$ cat src/rtl/ladybird_config.sv
// Shared types and helpers for the ladybird load/store unit.
// The bus data width is fixed at 32 bits.
package ladybird_config;

    localparam int XLEN = 32;

    // The encoding is {store, funct3}, so loads and stores that share a funct3
    // value still get distinct enum values.
    typedef enum logic [3:0] {
        LSU_LB  = 4'b0000,
        LSU_LH  = 4'b0001,
        LSU_LW  = 4'b0010,
        LSU_LBU = 4'b0100,
        LSU_LHU = 4'b0101,
        LSU_SB  = 4'b1000,
        LSU_SH  = 4'b1001,
        LSU_SW  = 4'b1010
    } lsu_funct3_t;

    typedef struct packed {
        logic [1:0] offset;
        logic [2:0] funct3;
        logic       store;
    } lsu_meta_t;

    typedef struct packed {
        logic            error;
        logic [XLEN-1:0] data;
    } lsu_resp_t;

    function automatic logic is_misaligned(input logic [2:0] funct3, input logic [1:0] off);
        logic bad;
        bad = (funct3 == 3'b011) || (funct3 == 3'b110) || (funct3 == 3'b111);
        return bad || (funct3[1:0] == 2'b01 && off[0]) || (funct3[1:0] == 2'b10 && off != 2'b00);
    endfunction

    function automatic logic [XLEN/8-1:0] store_strb(input logic [2:0] funct3, input logic [1:0] off);
        case (funct3[1:0])
            2'b00:   return 4'b0001 << off;
            2'b01:   return 4'b0011 << off;
            default: return 4'b1111;
        endcase
    endfunction

    function automatic logic [XLEN-1:0] store_data(input logic [2:0] funct3, input logic [XLEN-1:0] data);
        case (funct3[1:0])
            2'b00:   return {4{data[7:0]}};
            2'b01:   return {2{data[15:0]}};
            default: return data;
        endcase
    endfunction

    function automatic logic [XLEN-1:0] format_load(input logic [XLEN-1:0] rdata, input lsu_meta_t m);
        logic [XLEN-1:0] s;
        s = rdata >> {m.offset, 3'b000};
        case (lsu_funct3_t'({m.store, m.funct3}))
            LSU_LB:  return {{24{s[7]}}, s[7:0]};
            LSU_LH:  return {{16{s[15]}}, s[15:0]};
            LSU_LW:  return s;
            LSU_LBU: return {24'd0, s[7:0]};
            LSU_LHU: return {16'd0, s[15:0]};
            default: return '0;
        endcase
    endfunction

endpackage

$ cat src/rtl/ladybird_fifo.sv
// Synchronous FIFO. The pointers carry one extra bit beyond the index width,
// which is how a full FIFO is told apart from an empty one.
module ladybird_fifo #(
    parameter int WIDTH = 8,
    parameter int DEPTH = 2
) (
    input  logic             clk,
    input  logic             anrst,
    input  logic             push,
    input  logic [WIDTH-1:0] wdata,
    input  logic             pop,
    output logic [WIDTH-1:0] rdata,
    output logic             full,
    output logic             empty
);
    localparam int PW = $clog2(DEPTH) + 1;
    localparam int IW = (DEPTH > 1) ? $clog2(DEPTH) : 1;

    logic [PW-1:0]    wr_ptr;
    logic [PW-1:0]    rd_ptr;
    logic [IW-1:0]    wr_idx;
    logic [IW-1:0]    rd_idx;
    logic [WIDTH-1:0] mem [DEPTH];
    logic             do_push;
    logic             do_pop;

    generate
        if (DEPTH == 1) begin : g_single
            assign wr_idx = '0;
            assign rd_idx = '0;
        end else begin : g_multi
            assign wr_idx = wr_ptr[IW-1:0];
            assign rd_idx = rd_ptr[IW-1:0];
        end
    endgenerate

    assign empty   = (wr_ptr == rd_ptr);
    assign full    = (PW'(wr_ptr - rd_ptr) == PW'(DEPTH));
    assign do_push = push & ~full;
    assign do_pop  = pop & ~empty;
    assign rdata   = mem[rd_idx];

    always_ff @(posedge clk or negedge anrst) begin
        if (!anrst) begin
            wr_ptr <= '0;
            rd_ptr <= '0;
        end else begin
            if (do_push) wr_ptr <= wr_ptr + PW'(1);
            if (do_pop)  rd_ptr <= rd_ptr + PW'(1);
        end
    end

    always_ff @(posedge clk) begin
        if (do_push) mem[wr_idx] <= wdata;
    end

endmodule

$ cat src/rtl/ladybird_lsu.sv
// Pipelined load/store unit: in-order bus transactions, byte lanes, load extension.
// Define LADYBIRD_LSU_PERF_CNT_EN to add the perf_loads/perf_stores/perf_stalls counters.
module ladybird_lsu
    import ladybird_config::*;
#(
    parameter int XLEN  = ladybird_config::XLEN,
    parameter int DEPTH = 2
) (
    input  logic              clk,
    input  logic              anrst,
    input  logic              i_valid,
    output logic              i_ready,
    input  logic [XLEN-1:0]   i_addr,
    input  logic [XLEN-1:0]   i_data,
    input  logic [2:0]        i_funct3,
    input  logic              i_store,
    output logic              o_valid,
    input  logic              o_ready,
    output logic [XLEN-1:0]   o_data,
    output logic              o_error,
    output logic              bus_req,
    input  logic              bus_gnt,
    output logic [XLEN-1:0]   bus_addr,
    output logic [XLEN-1:0]   bus_wdata,
    output logic [XLEN/8-1:0] bus_wstrb,
    input  logic              bus_data_gnt,
    input  logic [XLEN-1:0]   bus_rdata
`ifdef LADYBIRD_LSU_PERF_CNT_EN
    ,
    output logic [31:0]       perf_loads,
    output logic [31:0]       perf_stores,
    output logic [31:0]       perf_stalls
`endif
);
    localparam int CW = $clog2(DEPTH + 1);

    logic [CW-1:0] count;
    logic          full;
    logic          misaligned;
    logic          mis_accept;
    logic          bus_accept;
    logic          accept;
    logic          pop;
    logic          meta_pop;
    logic          resp_push;
    logic          meta_full;
    logic          meta_empty;
    logic          resp_full;
    logic          resp_empty;
    lsu_meta_t     meta_in;
    lsu_meta_t     meta_head;
    lsu_resp_t     resp_in;
    lsu_resp_t     resp_head;

    assign misaligned = is_misaligned(i_funct3, i_addr[1:0]);
    assign full       = (count == CW'(DEPTH));

    // The reset term keeps bus_req and i_ready low while anrst is asserted.
    assign bus_req    = anrst & i_valid & ~misaligned & ~full & ~meta_full;
    assign bus_accept = bus_req & bus_gnt;
    // A faulting op only goes straight to the response queue once the bus has
    // drained, so its response cannot overtake an older bus response.
    assign mis_accept = anrst & i_valid & misaligned & meta_empty & ~full & ~resp_full;
    assign i_ready    = bus_accept | mis_accept;
    assign accept     = i_valid & i_ready;

    assign bus_addr   = {i_addr[XLEN-1:2], 2'b00};
    assign bus_wdata  = store_data(i_funct3, i_data);
    assign bus_wstrb  = i_store ? store_strb(i_funct3, i_addr[1:0]) : '0;

    assign meta_pop   = bus_data_gnt & ~meta_empty;
    assign resp_push  = meta_pop | mis_accept;
    assign pop        = ~resp_empty & o_ready;

    always_comb begin
        meta_in        = '0;
        meta_in.offset = i_addr[1:0];
        meta_in.funct3 = i_funct3;
        meta_in.store  = i_store;
    end

    always_comb begin
        resp_in = '0;
        if (mis_accept) begin
            resp_in.error = 1'b1;
            resp_in.data  = i_addr;
        end else begin
            resp_in.data  = format_load(bus_rdata, meta_head);
        end
    end

    ladybird_fifo #(.WIDTH($bits(lsu_meta_t)), .DEPTH(DEPTH)) u_meta_fifo (
        .clk   (clk),
        .anrst (anrst),
        .push  (bus_accept),
        .wdata (meta_in),
        .pop   (meta_pop),
        .rdata (meta_head),
        .full  (meta_full),
        .empty (meta_empty)
    );

    ladybird_fifo #(.WIDTH($bits(lsu_resp_t)), .DEPTH(DEPTH)) u_resp_fifo (
        .clk   (clk),
        .anrst (anrst),
        .push  (resp_push),
        .wdata (resp_in),
        .pop   (pop),
        .rdata (resp_head),
        .full  (resp_full),
        .empty (resp_empty)
    );

    assign o_valid = ~resp_empty;
    assign o_data  = resp_empty ? '0 : resp_head.data;
    assign o_error = ~resp_empty & resp_head.error;

    always_ff @(posedge clk or negedge anrst) begin
        if (!anrst) begin
            count <= '0;
        end else begin
            case ({accept, pop})
                2'b10:   count <= count + CW'(1);
                2'b01:   count <= count - CW'(1);
                default: count <= count;
            endcase
        end
    end

`ifdef LADYBIRD_LSU_PERF_CNT_EN
    always_ff @(posedge clk or negedge anrst) begin
        if (!anrst) begin
            perf_loads  <= '0;
            perf_stores <= '0;
            perf_stalls <= '0;
        end else begin
            if (bus_accept && !i_store) perf_loads  <= perf_loads + 32'd1;
            if (bus_accept && i_store)  perf_stores <= perf_stores + 32'd1;
            if (i_valid && !i_ready)    perf_stalls <= perf_stalls + 32'd1;
        end
    end
`endif

`ifdef SIMULATION
    always @(posedge clk) begin
        if (anrst && bus_data_gnt) begin
            assert (!meta_empty) else $error("ladybird_lsu: bus_data_gnt with no outstanding request");
        end
    end
`endif

endmodule
$ cat config.mk
export PLATFORM = sky130hd
export DESIGN_NAME = ladybird_lsu
export DESIGN_NICKNAME = d
export VERILOG_FILES = /design/src/rtl/ladybird_config.sv /design/src/rtl/ladybird_fifo.sv /design/src/rtl/ladybird_lsu.sv
export SDC_FILE = /design/constraint.sdc
export NUM_CORES = 1
export LEC_CHECK = 0
export BUFFER_PORTS_ARGS = -buffer_cell sky130_fd_sc_hd__buf_4
export CAP_MARGIN = 15
export CORE_MARGIN = 2
export CORE_UTILIZATION = 45
export CTS_CLUSTER_DIAMETER = 40
export DETAILED_ROUTE_END_ITERATION = 10
export PLACE_DENSITY = 0.78
export SLEW_MARGIN = 20
export SYNTH_ARGS = -nofsm -noshare
export SYNTH_HDL_FRONTEND = slang
export SYNTH_SLANG_ARGS = --single-unit
$ cat constraint.sdc
create_clock -name clk -period 4 [get_ports clk]
set_input_delay 0.4 -clock clk [delete_from_list [all_inputs] [get_ports clk]]
set_output_delay 0.4 -clock clk [all_outputs]
set_load 0.02 [all_outputs]
# Word-level counts from Yosys, hierarchy flattened
# Memories as Yosys holds them, arrays and structs flattened.
# Cells that the tools add are included.
# classes
add_sub_neg	8
eq_ne	16
shift	3
muxes	12
bitwise	25
reduce_logical	10
# ops
op	count
case mux 32 bit (5 select lines)	1
two-way mux 32 bit	2
case mux 32 bit (2 select lines)	1
>> shifter 32 x 5 -> 32 bit	1
AND 1 bit	17
adder 2 x 1 -> 2 bit, second input constant	5
equality test 2 bit, second input constant	5
equality test 4 x 3 -> 1 bit, second input constant	2
case mux 4 bit (2 select lines)	1
equality test 3 bit, second input constant	2
inverter 1 bit	6
two-way mux 1 bit	5
equality test 2 x 1 -> 1 bit, second input constant	2
equality test 2 bit	2
equality test 4 x 1 -> 1 bit, second input constant	1
equality test 4 x 2 -> 1 bit, second input constant	1
zero test 4 bit	1
logical OR 1 bit	4
two-way mux 4 bit	1
case mux 2 bit (2 select lines)	1
nonzero test 2 bit	2
left shift 1 x 2 -> 4 bit, first input constant	1
left shift 2 x 2 -> 4 bit, first input constant	1
subtractor 2 bit	2
5 further kinds	7
# word_totals
regBits	10
mem_bits_rw	78
output_inout_bits	104
n_memories	2
# memory_table
memory	depth	width	rd	rd_clocked_by_memory_dff	write_ports	line	source
u_resp_fifo.mem	2	33	1	0	1	ladybird_fifo.sv:23	logic [WIDTH-1:0] mem [DEPTH];
u_meta_fifo.mem	2	6	1	0	1	ladybird_fifo.sv:23	

# Depth between registers and ports, before layout
# Gate-level depths: netlist (run 1).
# logic_depth
depth_word	14
mapped_depth	12
ltp_nobuf	9

# By module
# Synthesis (run 1) repeated with hierarchy kept, for this count alone.
# unflattened
cells_unflattened	473
area_unflattened_um2	5460.2
# by_module_without_submodules
mod	n_inst	cells_each	area_each_um2	seq_area_each_um2
ladybird_fifo (u_resp_fifo)	1	133	2645.0	2082.0
ladybird_lsu	1	293	2128.3	50.0
ladybird_fifo (u_meta_fifo)	1	47	686.9	460.4

# Worst setup path after synthesis (run 1)
# OpenSTA, ideal clock, no wires.
# synth_path
path_type	reg-to-reg
from	register u_meta_fifo.rd_ptr[0]
to	memory u_resp_fifo.mem[1][0] (netlist bit) (enable)
setup_time_ps	476
arrival_time_ps	3732
slack_ps	-208
stages_incl_launch_ff	6
period_less_slack_ps	4208
path_cell_list	dfrtp_1 -> buf_6 -> xnor2_1 -> or2b_1 -> o31a_1 -> nor3b_1
# synth_between
elab_chain_len	8
word_cells_on_any_way	10
cone_classes	eq/ne: 1; mux: 2; bitwise: 7
# synth_rtl
item	line	source
start, declared	ladybird_fifo.sv:20	logic [PW-1:0] rd_ptr;
start signal, assigned	ladybird_fifo.sv:49	if (do_pop) rd_ptr <= rd_ptr + PW'(1);
equality test 2 bit (*)	ladybird_fifo.sv:37	assign empty = (wr_ptr == rd_ptr);
AND 1 bit (3 in a row)	ladybird_lsu.sv:63	assign mis_accept = anrst & i_valid & misaligned & meta_empty & ~full & ~resp_full;
OR 1 bit (*)	ladybird_lsu.sv:72	assign resp_push = meta_pop | mis_accept;
AND 1 bit (*)	ladybird_fifo.sv:39	assign do_push = push & ~full;
two-way mux 1 bit (*)	ladybird_fifo.sv:54	if (do_push) mem[wr_idx] <= wdata;
two-way mux 1 bit (implied by the code) (*)	ladybird_fifo.sv:54	
end, declared	ladybird_fifo.sv:23	
# Every way passes the cells marked *; elsewhere a longest branch is shown, timed or not.

==> results.sh, run 1 <==
export IMPL_synth_edf_count=78
export IMPL_vias_per_cell=5.37
export IMPL_numPortBuffers=207
export IMPL_fmax_ghz=0.307
export IMPL_criticalPathCategory="reg2reg"
export IMPL_track_usage_pct=21.7
export IMPL_peakVddDrop_mv=0.645
export IMPL_cts_tree="done"
export IMPL_grt_pass1_vias=4265
export IMPL_grt_max_degree=43
export IMPL_die_h_um=113
export IMPL_tightest_slew_ps=978
export IMPL_period_share_pct=81.5
export IMPL_crit_arrival_ps=3290
export IMPL_place_inst=774
export IMPL_status="finished, final reports clean"
export IMPL_gr_total_overflow=0
export IMPL_synth_ff_type="edfxtp_1"
export IMPL_fin_nets=750
export IMPL_clock_sinks=88
export IMPL_numCtsBuffers=9
export IMPL_crit_path_start_kind="flip-flop"
export IMPL_start_util_pct=46.2
export IMPL_required_ps=4030
export IMPL_rrSetupSlack_ps=740
export IMPL_synthTopCellsByArea="edfxtp_1 44%, mux2i_1 14%, buf_4 5.9%"
export IMPL_rsz0062_at_grt="false"
export IMPL_placed_cell_area_sq_um=6680
export IMPL_syn_cell_area_sq_um=5300
export IMPL_register_area_sq_um=2590
export IMPL_path_clk_slew_ps=60
export IMPL_die_x_um=113
export IMPL_place_congestion=0.883
export IMPL_antenna_left=0
export IMPL_finalSetupTns_ps=0
export IMPL_cp_max_fo=18
export IMPL_pwr_density_cell_nw_per_um2=725
export IMPL_insertion_delay_ps=340
export IMPL_drt_wl_total_um=14200
export IMPL_async_flop_share_pct=11.4
export IMPL_final_cells=790
export IMPL_cts_buffer_depth=2
export IMPL_slew_headroom_pct=34.8
export IMPL_fin_util_pct=61.0
export IMPL_fp_row_count=39
export IMPL_hold_violations=0
export IMPL_ys_warn_count=0
export IMPL_antenna_found_initial=0
export IMPL_synthDistinctLibCells=47
export IMPL_drive_above_1_share_pct=40.6
export IMPL_drt_initial_drc_count=268
export IMPL_post_cts_buffers=0
export IMPL_cts_root_buf="clkbuf_16"
export IMPL_holdWs_ps=261
export IMPL_fill_cells=934
export IMPL_core_area_sq_um=11500
export IMPL_synth_seq_cells=88
export IMPL_leakage_nw=3.07
export IMPL_dieArea_sq_um=12700
export IMPL_vias=4244
export IMPL_yosysMostFrequentCell="edfxtp_1"
export IMPL_synth_seq_area_share_pct=48.9
export IMPL_pin_count=210
export IMPL_antennaDiodeCount=0
export IMPL_design_area_sq_um=7000
export IMPL_period_needed_ps=3260
export IMPL_syn_avg_cell_area_sq_um=11.0
export IMPL_synth_top_cell_by_area="edfxtp_1"
export IMPL_h_tree_depth=3
export IMPL_drc_errors=0
export IMPL_finClkSkew_ps=7.98
export IMPL_hp_class="in2reg"
export IMPL_grt_pass1_wl_um=21500
export IMPL_drv_cap=0
export IMPL_multi_input_area_sq_um=2270
export IMPL_route_detailed_wl_per_inst_um=17.9
export IMPL_ys_top_cells_by_count="78 x edfxtp_1, 74 x mux2i_1, 71 x nor2_1"
export IMPL_synth_top_cell_area_share_pct=44.2
export IMPL_slew_viol_final=0
export IMPL_area_growth_pct=32.0
export IMPL_dr_pass1_iters=4
export IMPL_dp_hpwl_um=10700
export IMPL_setup_violations=0
export IMPL_synthCells=480
export IMPL_end_kind="flip-flop"
-- registers in the layout (all words and copies together) (netlist names) --
signal              count
u_meta_fifo.rd_ptr      2
u_resp_fifo.wr_ptr      2
u_resp_fifo.mem        66
u_meta_fifo.mem        12
u_resp_fifo.rd_ptr      2
u_meta_fifo.wr_ptr      2
count                   2
-- what timing repair did --
action | CTS | global route
resized for setup | 0 | 0
hold endpoints to repair | 10 | 0
hold buffers | 1 | 0
-- stage by stage --
step | worst slack (ps) | power (W)
3_3_place_gp | 973 | 0.00416
2_1_floorplan | 43.7 | 0.00327
4_1_cts | 773 | 0.00510
5_1_grt | 540 | 0.00532
3_5_place_dp | 773 | 0.00422
6_report | 742 | 0.00507
-- report_power, final --
part	switching (W)	internal (W)	total [W]
Combinational	0.00159	0.00105	0.00264
Clock	0.000327	0.000541	0.000867
Sequential	0.000142	0.00142	0.00156
-- cells by family (layout without fill, tap and decap cells) --
group	Yosys count	in the layout	share of synthesized area, %
DFF	88	88	48.9
adders and majority gates	1	1	0.236
AOI/OAI and AO/OA	76	76	10.2
and+or+nand+nor	137	137	11.2
muxes	92	92	18.1
xor gates and xnor gates	15	15	2.62
buffers and inverters	70	236	8.71
other	1	2	0.0707
-- layer usage --
layer  vias up  wire, um  share of wire [%]  GRT usage [%]
li1       2020         -                  -              -
met1      2014      5740                 41           27.2
met2       174      7190                 51           36.7
met3        36       732                5.2           3.13
met4         0       501                3.5           10.5
met5         -         0                  0              0
-- final cells by class --
type                            instances  area share [%]
Clock buffer                            9            3.22
Clock inverter                          6            1.22
Inverter                                6           0.393
Multi-Input combinational cell        323            32.4
Sequential cell                        88            37.1
Tap cell                              143            2.56
Timing Repair Buffer                  215            23.1
-- critical path: stages (launching register included) --
cell	delay, ps
dfrtp_1	800
mux2i_4	330
buf_4	310
mux2i_1	280
mux2i_1	160
a22oi_2	800
a311oi_1	260
-- layout by cell type (no fill, tap or decap), drive strengths merged, types with 4 or more instances in the layout --
| cell type | instances |
|---|---|
| inv | 5 |
| clkbuf | 9 |
| xor2 | 7 |
| edfxtp | 78 |
| nor2 | 72 |
| xnor2 | 8 |
| dfrtp | 10 |
| o2bb2ai | 8 |
| o21a | 11 |
| mux2i | 76 |
| nand2 | 38 |
| nand3 | 9 |
| buf | 214 |
| o21ai | 11 |
| a21oi | 22 |
| mux2 | 16 |
| clkinv | 4 |
| a211oi | 15 |
-- worst paths after layout --
| check | start | end | depth (start not counted) |
|---|---|---|---|
| setup / recovery | u_meta_fifo.rd_ptr[0] | u_resp_fifo.mem[0][23] | 6 |
| hold / removal | i_funct3[2] | u_meta_fifo.mem[0][3] | 1 |
| setup reg to reg | u_meta_fifo.rd_ptr[0] | u_resp_fifo.mem[0][23] | 6 |
| hold reg to reg | u_meta_fifo.wr_ptr[1] | u_meta_fifo.wr_ptr[1] | 1 |
| max in group asynchronous | anrst | u_resp_fifo.rd_ptr[0] | 2 |
| min in group asynchronous | anrst | count[1] | 2 |
No activity file was read; power rests on OpenSTA's default activity.
==> inputs of run 2 (changes only) <==
--- a/config.mk
+++ b/config.mk
@@ -5,13 +5,14 @@
 export SDC_FILE = /design/constraint.sdc
 export NUM_CORES = 1
 export LEC_CHECK = 0
+export ABC_AREA = 1
 export BUFFER_PORTS_ARGS = -buffer_cell sky130_fd_sc_hd__buf_4
 export CAP_MARGIN = 15
 export CORE_MARGIN = 2
-export CORE_UTILIZATION = 45
+export CORE_UTILIZATION = 51
 export CTS_CLUSTER_DIAMETER = 40
 export DETAILED_ROUTE_END_ITERATION = 10
-export PLACE_DENSITY = 0.78
+export PLACE_DENSITY = 0.82
 export SLEW_MARGIN = 20
 export SYNTH_ARGS = -nofsm -noshare
 export SYNTH_HDL_FRONTEND = slang
==> constraint.sdc (replaced) <==
create_clock -name clk -period 3.06 [get_ports clk]
set_input_delay 0.306 -clock clk [delete_from_list [all_inputs] [get_ports clk]]
set_output_delay 0.306 -clock clk [all_outputs]
set_load 0.02 [all_outputs]
==> run 2 against run 1 <==
Clock power up 30%. Critical path type unchanged. Largest cell class unchanged. Highest routed layer unchanged. Area after synthesis up 8.4%. Global-route usage up 2.5 points. Core utilization up 6.4 points. Register-to-register slack worse by 170 ps. Final cell count up 31%. Largest power group unchanged. Clock skew up 7.3 ps. Sequential share of layout area down 1.9 points.
==> results.sh, run 2 <==
export IMPL_fmax_ghz=0.401
export IMPL_vias=5313
export IMPL_synth_ff_type="edfxtp_1"
export IMPL_place_congestion=0.888
export IMPL_dr_pass1_iters=6
export IMPL_path_clk_slew_ps=70
export IMPL_post_cts_buffers=0
export IMPL_final_cells=1035
export IMPL_crit_arrival_ps=2700
export IMPL_gr_total_overflow=0
export IMPL_grt_pass1_vias=4894
export IMPL_antenna_found_initial=0
export IMPL_clock_sinks=88
export IMPL_clkPwrFrac_pct=16.1
export IMPL_synth_top_cell_area_share_pct=40.7
export IMPL_path_cells="inv_2 -> nand2_1 -> nand2_2 -> nand2_1 -> nand3_1 -> nand3_2 -> nand2_1 -> nand2_1 -> nand2_1"
export IMPL_period_share_pct=81.5
export IMPL_vias_per_cell=5.13
export IMPL_crit_path_start_kind="flip-flop"
export IMPL_synth_seq_area_share_pct=45.1
export IMPL_yosys_mux_area_fraction_pct=0
export IMPL_slew_viol_final=0
export IMPL_intPower_w=0.00388
export IMPL_synth_top_family_by_area="simple AND/OR/NAND/NOR gates"
export IMPL_drv_cap=0
export IMPL_drt_initial_drc_count=371
export IMPL_final_cell_mix="314 x nand2_1, 217 x buf_4, 78 x edfxtp_1"
export IMPL_design_area_sq_um=7370
export IMPL_numCtsBuffers=9
export IMPL_start_util_pct=52.6
export IMPL_synthDistinctLibCells=34
export IMPL_placed_cell_area_sq_um=7050
export IMPL_seq_power_share_pct=29.5
export IMPL_synth_top_cell_by_area="edfxtp_1"
export IMPL_cts_root_buf="clkbuf_16"
export IMPL_synth_compound_area_share_pct=7.90
export IMPL_insertion_delay_ps=350
export IMPL_tightest_slew_ps=841
export IMPL_place_inst=1018
export IMPL_syn_avg_cell_area_sq_um=7.85
export IMPL_p_sw_w=0.00316
export IMPL_rsz0062_at_grt="false"
export IMPL_dieArea_sq_um=12100
export IMPL_fp_row_count=38
export IMPL_leakage_nw=3.74
export IMPL_cp_slowest_stage_delay_ps=560
export IMPL_yosysMostFrequentCell="nand2_1"
export IMPL_cts_tree="done"
export IMPL_crit_family="simple AND/OR/NAND/NOR gates"
export IMPL_synth_edf_count=78
export IMPL_h_tree_depth=3
export IMPL_switching_share_pct=44.9
export IMPL_reg_top3="u_resp_fifo.mem: 66 flops, u_meta_fifo.mem: 12 flops"
export IMPL_synth_xor_area_share_pct=1.96
export IMPL_slew_headroom_pct=43.7
export IMPL_grt_max_degree=37
export IMPL_largest_register_ffs=66
export IMPL_pin_count=210
export IMPL_syn_cell_area_sq_um=5750
export IMPL_synthAdderAreaFrac_pct=0.218
export IMPL_drt_wl_total_um=14800
export IMPL_drive_above_1_share_pct=30.9
export IMPL_numPortBuffers=207
export IMPL_pwr_density_cell_nw_per_um2=954
export IMPL_route_detailed_wl_per_inst_um=14.3
export IMPL_async_flop_share_pct=11.4
export IMPL_top_register="u_resp_fifo.mem"
export IMPL_ys_warn_count=0
export IMPL_ys_top_cells_by_count="314 x nand2_1, 78 x edfxtp_1, 59 x inv_1"
export IMPL_antenna_left=0
export IMPL_final_common_cell="nand2_1"
export IMPL_power_frac_comb_pct=54.4
export IMPL_hp_class="in2reg"
export IMPL_fin_nets=997
export IMPL_met2_usage_pct=40.3
export IMPL_synthCells=732
export IMPL_crit_top_cell="nand2_1"
export IMPL_setup_violations=0
export IMPL_peakVddDrop_mv=0.602
export IMPL_required_ps=3270
export IMPL_grtUsageMet3_pct=5.58
export IMPL_yosys_area_share_simple_pct=31.9
export IMPL_criticalPathCategory="reg2reg"
export IMPL_period_needed_ps=2490
export IMPL_end_kind="flip-flop"
export IMPL_drc_errors=0
export IMPL_finalSetupTns_ps=0
export IMPL_finClkSkew_ps=15.3
export IMPL_grt_pass1_wl_um=22500
export IMPL_status="finished, final reports clean"
export IMPL_met1_usage_pct=31.3
export IMPL_dp_hpwl_um=10900
export IMPL_cpMaxStageDelayCell="dfrtp_1"
export IMPL_synthTopCellsByArea="edfxtp_1 41%, nand2_1 21%, buf_4 5.5%"
export IMPL_busiest_layer="met2"
export IMPL_cts_buffer_depth=2
export IMPL_hold_violations=0
export IMPL_die_x_um=110
export IMPL_timing_critical_path_buf_inv=1
export IMPL_antennaDiodeCount=0
export IMPL_synth_seq_cells=88
export IMPL_area_growth_pct=28.2
export IMPL_core_area_sq_um=10900
export IMPL_track_usage_pct=24.2
export IMPL_die_h_um=110
export IMPL_cp_max_fo=24
## run 2: changes by cell type in the layout (fill, tap and decap cells not counted), sizes merged, moves of 22 or more
| cell | delta |
|---|---|
| inv | +60 |
| o21ai | +22 |
| nand3 | +45 |
| mux2i | -76 |
| nor2 | -38 |
| nand2 | +288 |
## run 2: metal layers
layer | wire length [um] | share of wire, %
met5 | 0 | 0
met4 | 262 | 1.8
met3 | 1410 | 9.6
met2 | 7180 | 49
met1 | 5910 | 40
## run 2: final timing paths
path | start | endpoint | slack (ps) | cells past startpoint
worst min register to register | u_resp_fifo.rd_ptr[1] | u_resp_fifo.rd_ptr[1] | 500 | 1
max in group asynchronous | anrst | u_meta_fifo.rd_ptr[0] | 2570 | 2
worst max-delay path | u_meta_fifo.rd_ptr[0] | u_resp_fifo.mem[1][10] | 570 | 9
min in group asynchronous | anrst | u_meta_fifo.wr_ptr[1] | 350 | 2
worst min-delay path | i_store | u_meta_fifo.mem[0][0] | 160 | 1
worst max register to register | u_meta_fifo.rd_ptr[0] | u_resp_fifo.mem[1][10] | 570 | 9
## run 2: cell families after synthesis
family,after synthesis
AOI/OAI and AO/OA,80
xor gates and xnor gates,12
other,1
adders and majority gates,1
and+or+nand+nor,417
buffers and inverters,133
DFF,88
## run 2: metrics by stage
step                      power (W)  hold WS (ps)  util, %  setup slack, ps
final                       0.00703           160     67.4              567
after global routing        0.00751           156     67.4              321
after CTS                   0.00705           150     67.4              602
after detailed placement    0.00591           143     64.5              623
after global placement      0.00584           144     64.5              699
after floorplan             0.00463          10.4        -             50.3
## run 2: timing repair
item	in CTS	in global routing
gates resized for setup	0	0
hold endpoints to repair	10	0
hold buffers	1	0
## run 2: power by group through the flow
stage / registers, W / logic [W] / clock network [W]
2_1_floorplan: 0.00205 / 0.00258 / 0
3_3_place_gp: 0.00208 / 0.00376 / 0
3_5_place_dp: 0.00210 / 0.00381 / 0
4_1_cts: 0.00208 / 0.00383 / 0.00114
5_1_grt: 0.00211 / 0.00420 / 0.00119
6_report: 0.00208 / 0.00383 / 0.00113
## run 2: cell type report
class	count	area, sq um
Fill cell	900	3560
Tap cell	140	175
Timing Repair Buffer	218	1640
Clock inverter	7	82.6
Clock buffer	9	225
Inverter	61	229
Sequential cell	88	2590
Multi-Input combinational cell	512	2430
